$ cat src/rtl/line_draw_scheduler.sv
// Round-robin scheduler sharing one Bresenham line engine among NREQ requesters.
// Optional watchdog on the engine wait: define LINE_SCHED_TMO_EN.
module line_draw_scheduler #(
   parameter int unsigned NREQ    = 4,
   parameter int unsigned COORD_W = 8,
   parameter int unsigned TMO_CYC = 8192,
   localparam int unsigned ID_W   = $clog2(NREQ)
) (
   input  logic                    clk,
   input  logic                    n_rst,
   input  logic [NREQ-1:0]         req,
   input  logic [NREQ*COORD_W-1:0] req_x0,
   input  logic [NREQ*COORD_W-1:0] req_y0,
   input  logic [NREQ*COORD_W-1:0] req_x1,
   input  logic [NREQ*COORD_W-1:0] req_y1,
   output logic [NREQ-1:0]         ack,
   output logic [NREQ-1:0]         cmp,
   output logic                    cmp_err,
   output logic [COORD_W-1:0]      eng_x0,
   output logic [COORD_W-1:0]      eng_y0,
   output logic [COORD_W-1:0]      eng_x1,
   output logic [COORD_W-1:0]      eng_y1,
   output logic                    eng_start,
   input  logic                    eng_done,
   output logic                    busy,
   output logic [ID_W-1:0]         cur_id
);

   typedef enum logic [1:0] {StIdle, StIssue, StWait, StRelease} state_e;

   localparam logic [ID_W:0]   NreqW = (ID_W+1)'(NREQ);
   localparam logic [NREQ-1:0] OneHot0 = NREQ'(1);

   state_e state_q, state_d;
   logic [ID_W-1:0] rr_q, rr_d, cur_q, cur_d, pick;
   logic [ID_W:0] scan;
   logic found, tmo_hit;
   logic [NREQ-1:0] ack_q, ack_d, cmp_q, cmp_d;
   logic err_q, err_d, start_q, start_d, busy_q, busy_d;
   logic [COORD_W-1:0] x0_q, x0_d, y0_q, y0_d, x1_q, x1_d, y1_q, y1_d;
   logic [COORD_W-1:0] sel_x0, sel_y0, sel_x1, sel_y1;

   // First pending request at or above the round-robin pointer, wrapping mod NREQ.
   always_comb begin
      found = 1'b0;
      pick  = '0;
      scan  = '0;
      for (int unsigned i = 0; i < NREQ; i++) begin
         scan = {1'b0, rr_q} + (ID_W+1)'(i);
         if (scan >= NreqW) scan = scan - NreqW;
         if (!found && req[scan[ID_W-1:0]]) begin
            found = 1'b1;
            pick  = scan[ID_W-1:0];
         end
      end
   end

   always_comb begin
      sel_x0 = '0;
      sel_y0 = '0;
      sel_x1 = '0;
      sel_y1 = '0;
      for (int unsigned i = 0; i < NREQ; i++) begin
         if (pick == ID_W'(i)) begin
            sel_x0 = req_x0[i*COORD_W +: COORD_W];
            sel_y0 = req_y0[i*COORD_W +: COORD_W];
            sel_x1 = req_x1[i*COORD_W +: COORD_W];
            sel_y1 = req_y1[i*COORD_W +: COORD_W];
         end
      end
   end

`ifdef LINE_SCHED_TMO_EN
   localparam int unsigned TmoW = $clog2(TMO_CYC + 1);
   logic [TmoW-1:0] tmo_q, tmo_d;

   always_comb begin
      tmo_d = tmo_q;
      if (state_q == StIssue) tmo_d = '0;
      else if (state_q == StWait) tmo_d = tmo_q + TmoW'(1);
   end

   // Hit on the TMO_CYC-th cycle spent in WAIT.
   assign tmo_hit = (tmo_q == TmoW'(TMO_CYC - 1));

   always_ff @(posedge clk or negedge n_rst) begin
      if (!n_rst) tmo_q <= '0;
      else        tmo_q <= tmo_d;
   end
`else
   logic unused_tmo_cyc;
   assign unused_tmo_cyc = ^TMO_CYC;
   assign tmo_hit        = 1'b0;
`endif

   // Outputs are registered, so they are computed from the transition being taken.
   always_comb begin
      state_d = state_q;
      rr_d    = rr_q;
      cur_d   = cur_q;
      x0_d    = x0_q;
      y0_d    = y0_q;
      x1_d    = x1_q;
      y1_d    = y1_q;
      ack_d   = '0;
      cmp_d   = '0;
      err_d   = 1'b0;
      start_d = 1'b0;
      unique case (state_q)
         StIdle: begin
            if (found) begin
               state_d = StIssue;
               cur_d   = pick;
               ack_d   = OneHot0 << pick;
               start_d = 1'b1;
               x0_d    = sel_x0;
               y0_d    = sel_y0;
               x1_d    = sel_x1;
               y1_d    = sel_y1;
            end
         end
         StIssue: state_d = StWait;
         StWait: begin
            if (eng_done) begin
               state_d = StRelease;
               cmp_d   = OneHot0 << cur_q;
            end else if (tmo_hit) begin
               state_d = StRelease;
               cmp_d   = OneHot0 << cur_q;
               err_d   = 1'b1;
            end
         end
         StRelease: begin
            state_d = StIdle;
            rr_d    = (cur_q == ID_W'(NREQ - 1)) ? '0 : cur_q + ID_W'(1);
         end
         default: state_d = StIdle;
      endcase
      busy_d = (state_d != StIdle);
   end

   always_ff @(posedge clk or negedge n_rst) begin
      if (!n_rst) begin
         state_q <= StIdle;
         rr_q    <= '0;
         cur_q   <= '0;
         x0_q    <= '0;
         y0_q    <= '0;
         x1_q    <= '0;
         y1_q    <= '0;
         ack_q   <= '0;
         cmp_q   <= '0;
         err_q   <= 1'b0;
         start_q <= 1'b0;
         busy_q  <= 1'b0;
      end else begin
         state_q <= state_d;
         rr_q    <= rr_d;
         cur_q   <= cur_d;
         x0_q    <= x0_d;
         y0_q    <= y0_d;
         x1_q    <= x1_d;
         y1_q    <= y1_d;
         ack_q   <= ack_d;
         cmp_q   <= cmp_d;
         err_q   <= err_d;
         start_q <= start_d;
         busy_q  <= busy_d;
      end
   end

   assign ack       = ack_q;
   assign cmp       = cmp_q;
   assign cmp_err   = err_q;
   assign eng_x0    = x0_q;
   assign eng_y0    = y0_q;
   assign eng_x1    = x1_q;
   assign eng_y1    = y1_q;
   assign eng_start = start_q;
   assign busy      = busy_q;
   assign cur_id    = cur_q;

endmodule

$ cat config.mk
export PLATFORM = sky130hd
export DESIGN_NAME = line_draw_scheduler
export DESIGN_NICKNAME = d
export VERILOG_FILES = /design/src/rtl/line_draw_scheduler.sv
export SDC_FILE = /design/constraint.sdc
export NUM_CORES = 1
export LEC_CHECK = 0
export ABC_CLOCK_PERIOD_IN_PS = 2000
export CORE_MARGIN = 2
export CORE_UTILIZATION = 37
export DETAILED_ROUTE_END_ITERATION = 8
export PLACE_DENSITY = 0.87
export SLEW_MARGIN = 20
export SYNTH_ARGS = -nofsm -noshare
export SYNTH_HDL_FRONTEND = slang
export SYNTH_SLANG_ARGS = --single-unit
$ cat constraint.sdc
create_clock -name clk -period 2 [get_ports clk]
set_input_delay 0.2 -clock clk [delete_from_list [all_inputs] [get_ports clk]]
set_output_delay 0.2 -clock clk [all_outputs]
set_load 0.01 [all_outputs]
== Word-level counts from Yosys, hierarchy flattened ==
Index checks and enable logic that the tools add are counted.
Storage, ports and cells
  input bits: 135
  bits in registers: 48
  word-level logic and storage cells: 92
  output and inout port bits: 45
Cells by class
  add/subtract/negate cells: 8
  reductions and logical operators: 10
  $lt $le $gt $ge: 8
  muxes and demuxes: 46
  eq/ne operators: 7
  shift-type cells: 2
Operators with widths (count)
  8-bit two-way mux: 16
  2-bit two-way mux: 11
  4-bit two-way mux: 4
  2-bit by 3-bit < comparator with 1-bit output, second input constant: 4
  2-bit equality test, second input constant: 5
  1-bit two-way mux: 10
  3-bit greater-or-equal comparator, second input constant: 3
  1-bit binary-select mux with 2-bit select: 4
  2-bit one-hot mux with 4 select lines: 1
  1-bit by 2-bit << shifter with 4-bit output, first input constant: 2
  2-bit by 1-bit subtractor with 2-bit output, second input constant: 4
  2-bit by 2-bit adder with 3-bit output, second input constant: 2
  2-bit by 1-bit equality test with 1-bit output, second input constant: 2
  2-bit zero test: 2
  2-bit by 1-bit adder with 3-bit output, second input constant: 1
  2-bit by 3-bit greater-or-equal comparator with 1-bit output, second input constant: 1
  1-bit logical AND: 3
  1-bit zero test: 3
  2-bit by 1-bit adder with 2-bit output, second input constant: 1
  2-bit AND reduction: 1
  2-bit nonzero test: 1

== Logic depth before layout (Yosys ltp) ==
Gate-level depths: netlist of run 1.
  depth after elaboration: 19
  gate-level depth with buffers: 8
  depth with buffers taken out: 7

== Worst setup path after synthesis of run 1 ==
Ideal clock, no wire load.
  path type: reg-to-reg
  from: register state_q[0]
  to: register x0_q[0] (netlist: eng_x0[0])
  cell stages (with the launch flop): 9
  required time: 1.923 ns
  buffers on the path: 2
  period minus slack after synthesis: 1.541 ns
  arrival: 1.464 ns
  library setup time: 0.077 ns
  setup slack: 0.459 ns
  path through: dfrtp_1 inv_1 ha_1 o41ai_2 inv_1 buf_2 clkbuf_1 o221ai_1 o21ai_1
Between the ends
  word-level cells in the longest chain between the ends: 2
RTL lines
  start: declaration: line 34  | state_e state_q, state_d;
  start signal: assignment: line 144  | state_q <= StIdle;
  start signal: assignment: line 157  | state_q <= state_d;
  2-bit zero test: line 109  | unique case (state_q)
  2-bit AND reduction (no source line)
  end signal: assignment: line 147  | x0_q <= '0;
  end signal: assignment: line 160  | x0_q <= x0_d;
  end: declaration: line 40  | logic [COORD_W-1:0] x0_q, x0_d, y0_q, y0_d, x1_q, x1_d, y1_q, y1_d;
Every way passes these cells.
A chain may end at the register's enable or synchronous reset.

== Final worst setup path of run 1 ==
  from: register state_q[0]
  to: register y1_q[2] (netlist: eng_y1[2])
Between the ends
  word-level cells in the longest chain between the ends: 2
RTL lines
  2-bit zero test: line 109
  2-bit AND reduction (no source line)
  end signal: assignment: line 163  | y1_q <= y1_d;
  end: declaration: line 40
Every way passes these cells.

==> out/metrics.yaml, run 1 <==
diodes: 0
synth_compound_area_share_pct: 36.19
final_nets: 616
layout-drive-gt1-share_pct: 8.632
syn-num-nets: 437
pre_cts_slack_ps: -70.06
place_hpwl_um: 7794
setup_viol: 0
path_class: "reg2reg"
fillCellCount: 610
overflow: 0
syn_inst: 295
synthesis.area_mm2: 0.002804
drt-pass1-iter-count: 5
synth.area.mux_share_pct: 0.8032
path_clk_slew_ps: 100
synth-edff-count: 0
ys.warnings.count: 0
status: "completed"
power.density_mw_per_mm2: 1237
post_dp_cell_area_mm2: 0.004761
num_vias: 3145
final_cell_count_no_fill: 574
synth_xor_area_share_pct: 0
avgSynthCellArea_um2: 9.505
htreeDepth: 2
synth_top_area_share_pct: 42.84
drtIter0Drc: 122
placedCellCount: 565
clock_latency_ps: 300
p_leak_nw: 1.966
maxCapViolations: 0
post-route-period-util_pct: 88.88
yosysTopAreaCell: "dfrtp_1"
coreArea_mm2: 0.007292
fin_ws_ps: 222.5
grt_pass1_wl_um: 15980
fin_setup_tns_ps: 0
synth_most_common_cell: "dfrtp_1"
synth-seq-cells: 48
synth_fa_ha_area_share_pct: 3.124
place.gp.congestion: 0.7985
synth.area.top_cells: "dfrtp_1 (43%), o221ai_1 (9.7%), a211oi_1 (7.8%)"
ys.flop_type: "dfrtp_1"
portBuffers: 178
die_area_mm2: 0.008290
startpoint_type: "flip-flop"
cts_tree: "built"
fin_util_pct: 67.09
synth_seq_area_share_pct: 42.84
grt_pass1_vias: 3209
synth_top_family_by_area: "compound AO/OA/AOI/OAI gates"
ys_types: 39
ant_nets: 0
route.detailed.drc: 0
fin_area_mm2: 0.004892
cp-end-kind: "flip-flop"
rrSetupSlack_ps: 220
routed_wirelength_um: 10200
synth-async-reset-ratio_pct: 100.0
vias_per_cell: 5.479
peakVddDrop_v: 0.0005000
ctsRootBufferMaster: "clkbuf_8"
synth_simple_gate_area_share_pct: 9.996
worstHoldPathType: "in2async"
grt.total_usage_pct: 24.34
cts_buffer_depth: 2
grt_max_degree: 37
final_hold_viol_count: 0
rows: 31
fmax_mhz: 562.6
cts.sinks: 48
worstPathMaxFanout: 14
crit_arrival_ps: 1980
period_needed_ps: 1778
cts_buffers: 5
cp.required_ps: 2200
initial_core_util_pct: 38.45
antenna_found_initial: 0
slew_viol_final: 0
synthToLayoutAreaGrowth_pct: 74.48
avgRoutedWirePerCell_um: 17.76
synth_commonest_cells: "dfrtp_1 (48), nand2_1 (36), o221ai_1 (31)"
num_io_pins: 180
chipWidth_um: 91.05
die_h_um: 91.05
fin_worst_skew_ps: 9.459
rsz0062_at_grt: "no"
## stage by stage
| step | hold slack [ps] | total power, W |
|---|---|---|
| 2_1_floorplan | -95.59 | 0.003610 |
| 3_3_place_gp | 8.271 | 0.005212 |
| 6_report | 231.3 | 0.006054 |
| 4_1_cts | 225.3 | 0.006100 |
| 3_5_place_dp | 11.59 | 0.005345 |
| 5_1_grt | 224.0 | 0.006509 |
## critical path, stage by stage, from the launching register on
cell,delay [ps]
dfrtp_1,390
inv_1,100
ha_1,250
o41ai_4,130
inv_1,210
buf_4,260
o221ai_1,150
o22a_1,180
## sequential cells by signal, summed over array words and instances (netlist names), 4 cells and up
signal,count
eng_x0,8
eng_x1,8
eng_y0,8
eng_y1,8
ack,4
cmp,4
## area by class of cell
type                       count  area [um^2]  share of cell area [%]
tap                           99        123.9                   2.532
clock inverter                 2        38.79                  0.7928
timing repair buffer         201         1989                   40.67
clock buffer                   6        82.58                   1.688
multi-input combinational    209         1423                   29.08
sequential                    48         1201                   24.55
inverter                       9        33.78                  0.6905
## cell usage in the layout, fill, tap and decap left out, types with 2 or more instances in the layout
master           synthesis  layout
buf_12                   0       3
and3_1                   4       4
a21oi_1                  3       3
nand2_1                 36      36
a21boi_0                 4       4
o21ai_0                  5       5
nand3_1                  2       2
ha_1                     7       7
a21boi_1                25      25
inv_1                    9       9
clkbuf_8                 0       6
nor2b_2                  2       2
o22a_1                   3       3
nor2_1                   5       4
mux2_2                   2       2
o21ai_1                 29      29
a211oi_1                29      29
o221ai_1                31      31
nor2b_1                  3       3
clkdlybuf4s50_1          0     177
buf_4                    3      19
dfrtp_1                 48      48
o211ai_1                 2       2
nor3_1                   4       4
## metal layers
layer  GRT usage, %  share of wire [%]  up-vias
met4          8.207                2.3        0
met3          6.390                7.7       20
met5              0                  0        -
met2          44.69                 53      152
met1          27.10                 37     1502
li1               -                  -     1471
## power by group
part	internal, W	switching, W
Clock	0.000409	0.000341
Sequential	0.00142	0.000268
Combinational	0.00182	0.00180
Total	0.00365	0.00241
## what timing repair did
| action | CTS | global route |
|---|---|---|
| hold endpoints to repair | 48 | 0 |
| setup endpoints to repair | 0 | 0 |
| gates resized for setup | 0 | 0 |
| hold buffers | 1 | 0 |
| buffers inserted | 0 | 0 |
## logic make-up after synthesis
| group | after synthesis |
|---|---|
| AOI/OAI and AO/OA | 139 |
| and+or+nand+nor | 60 |
| adders and majority gates | 7 |
| buffers and inverters | 38 |
| muxes | 2 |
| other | 1 |
| DFF | 48 |
## path summary, 6_finish.rpt
check                                      start               endpoint  cells past startpoint
setup / recovery            state_q[0]$_DFF_PN0_  eng_y1[2]$_DFFE_PN0P_                      7
hold / removal                             n_rst  cur_id[0]$_DFFE_PN0P_                      2
setup reg to reg            state_q[0]$_DFF_PN0_  eng_y1[2]$_DFFE_PN0P_                      7
hold reg to reg            eng_y0[1]$_DFFE_PN0P_  eng_y0[1]$_DFFE_PN0P_                      2
max in group asynchronous                  n_rst  eng_x0[4]$_DFFE_PN0P_                      3
min in group clk           eng_y0[1]$_DFFE_PN0P_  eng_y0[1]$_DFFE_PN0P_                      2
No activity file was read; power rests on OpenSTA's default activity.
==> run 2, diff against run 1 <==
- CORE_UTILIZATION: 37 -> 50
- DONT_BUFFER_PORTS: unset -> 1
- PLACE_DENSITY: 0.87 -> 0.7
==> out/metrics.yaml, run 2 (synthesis gave the netlist of run 1 again) <==
rows: 27  # was 31
num_io_pins: 180  # unchanged
antenna_found_initial: 0  # unchanged
grt_max_degree: 49  # was 37
fin_setup_tns_ps: 0  # unchanged
avgRoutedWirePerCell_um: 22.64  # was 17.76 um
die_h_um: 78.89  # was 91.05 um
place.gp.congestion: 0.9401  # was 0.7985
slew_viol_final: 0  # unchanged
route.detailed.drc: 0  # unchanged
status: "completed"  # unchanged
cts_buffer_depth: 2  # unchanged
place_hpwl_um: 5848  # was 7794 um
synthToLayoutAreaGrowth_pct: 7.184  # was 74.48%
final_nets: 431  # was 616
worstPathMaxFanout: 26  # was 14
setup_viol: 0  # unchanged
maxCapViolations: 0  # unchanged
drt-pass1-iter-count: 4  # was 5
mostFrequentLayoutCell: "dfrtp_1"  # was clkdlybuf4s50_1
coreArea_mm2: 0.005473  # was 0.007292 mm^2
cts.sinks: 48  # unchanged
grt_pass1_wl_um: 12710  # was 15980 um
initial_core_util_pct: 51.23  # was 38.45%
grt.total_usage_pct: 26.50  # was 24.34%
routed_wirelength_um: 8172  # was 10200 um
fmax_mhz: 552.0  # was 562.6 MHz
cts_buffers: 5  # unchanged
crit_arrival_ps: 2010  # was 1980 ps
period_needed_ps: 1812  # was 1778 ps
portBuffers: 0  # was 178
fin_util_pct: 54.92  # was 67.09%
htreeDepth: 2  # unchanged
grt_pass1_vias: 2425  # was 3209
peakVddDrop_v: 0.0006926  # was 0.0005000 V
rsz0062_at_grt: "no"  # unchanged
power.density_mw_per_mm2: 1608  # was 1237 mW/mm^2
whs_ps: 52.50  # was 231.3 ps
ant_nets: 0  # unchanged
worstHoldPathType: "in2reg"  # was in2async
cp-end-kind: "flip-flop"  # unchanged
overflow: 0  # unchanged
cp.required_ps: 2200  # about the same
path_clk_slew_ps: 90  # was 100 ps
clock_latency_ps: 300  # about the same
layout-drive-gt1-share_pct: 11.76  # was 8.632%
final_cell_mix: "dfrtp_1 (48), nand2_1 (36), o221ai_1 (31)"  # was clkdlybuf4s50_1 (177), dfrtp_1 (48), nand2_1 (36)
startpoint_type: "flip-flop"  # unchanged
drtIter0Drc: 107  # was 122
p_leak_nw: 1.234  # was 1.966 nW
vias_per_cell: 6.726  # was 5.479
chipWidth_um: 78.89  # was 91.05 um
post-route-period-util_pct: 90.58  # was 88.88%
num_vias: 2428  # was 3145
path_class: "reg2reg"  # unchanged
die_area_mm2: 0.006223  # was 0.008290 mm^2
ctsRootBufferMaster: "clkbuf_8"  # unchanged
multi_input_area_mm2: 0.001429  # was 0.001423 mm^2
diodes: 0  # unchanged
fin_worst_skew_ps: 3.648  # was 9.459 ps
regArea_mm2: 0.001201  # unchanged
fillCellCount: 508  # was 610
final_hold_viol_count: 0  # unchanged
cts_tree: "built"  # unchanged
run 2: cell count changes in the layout (fill, tap and decap cells not counted), sizes merged:
cell | previous run | this run
bufinv | 1 | 0
clkbuf | 6 | 7
clkinv | 1 | 0
clkdlybuf4s50 | 177 | 0
buf | 23 | 15
run 2: final cells by class:
| class | count | share of cell area (%) |
|---|---|---|
| timing repair buffer | 16 | 5.162 |
| sequential | 48 | 39.97 |
| clock buffer | 7 | 3.206 |
| inverter | 9 | 1.124 |
| tap | 72 | 2.998 |
| multi-input combinational | 209 | 47.54 |
run 2: metal layers:
metal | routed length [um] | vias up | GRT usage [%]
met4 | 135 | 0 | 9.310
met2 | 4170 | 141 | 47.35
met1 | 3156 | 1173 | 30.44
li1 | - | 1102 | -
met3 | 711 | 12 | 7.273
met5 | 0 | - | 0
run 2: worst max-delay path, stage by stage, from the launching register on:
cell,delay (ps)
dfrtp_1,450
nor2b_2,90
o21ba_1,210
nor2_2,270
buf_4,350
nor3_1,100
o31ai_1,240
run 2: where the power goes:
part	switching, W	internal [W]
Sequential	0.000519	0.00142
Combinational	0.00136	0.000911
Clock	0.000316	0.000309
run 2: worst paths after layout:
kind                                  startpoint                    end  slack (ps)  cells past startpoint
setup / recovery             rr_q[0]$_DFFE_PN0N_  eng_y1[1]$_DFFE_PN0P_         190                      6
hold / removal                          eng_done       cmp[0]$_DFF_PN0_          50                      1
setup reg to reg             rr_q[0]$_DFFE_PN0N_  eng_y1[1]$_DFFE_PN0P_         190                      6
hold reg to reg            eng_y0[7]$_DFFE_PN0P_  eng_y0[7]$_DFFE_PN0P_         560                      2
max in group asynchronous                  n_rst  eng_y1[1]$_DFFE_PN0P_        1350                      2
min in group asynchronous                  n_rst  eng_x1[1]$_DFFE_PN0P_         400                      2
run 2: per-stage QoR:
stage	area (um^2)	setup slack [ps]	instances	power (W)
2_1_floorplan	2804	459.0	295	0.003610
3_3_place_gp	2865	229.9	352	0.004098
3_5_place_dp	2865	134.7	352	0.004194
6_report	3005	188.4	361	0.004832
5_1_grt	3005	46.29	361	0.005245
4_1_cts	2999	114.9	361	0.004843
run 2: what timing repair did:
| action | 4_1_cts | 5_1_grt |
|---|---|---|
| hold endpoints to repair | 48 | 0 |
| gates resized for setup | 0 | 2 |
| hold buffers | 2 | 0 |
| setup buffers | 0 | 0 |
| endpoints found under the setup margin | 0 | 1 |
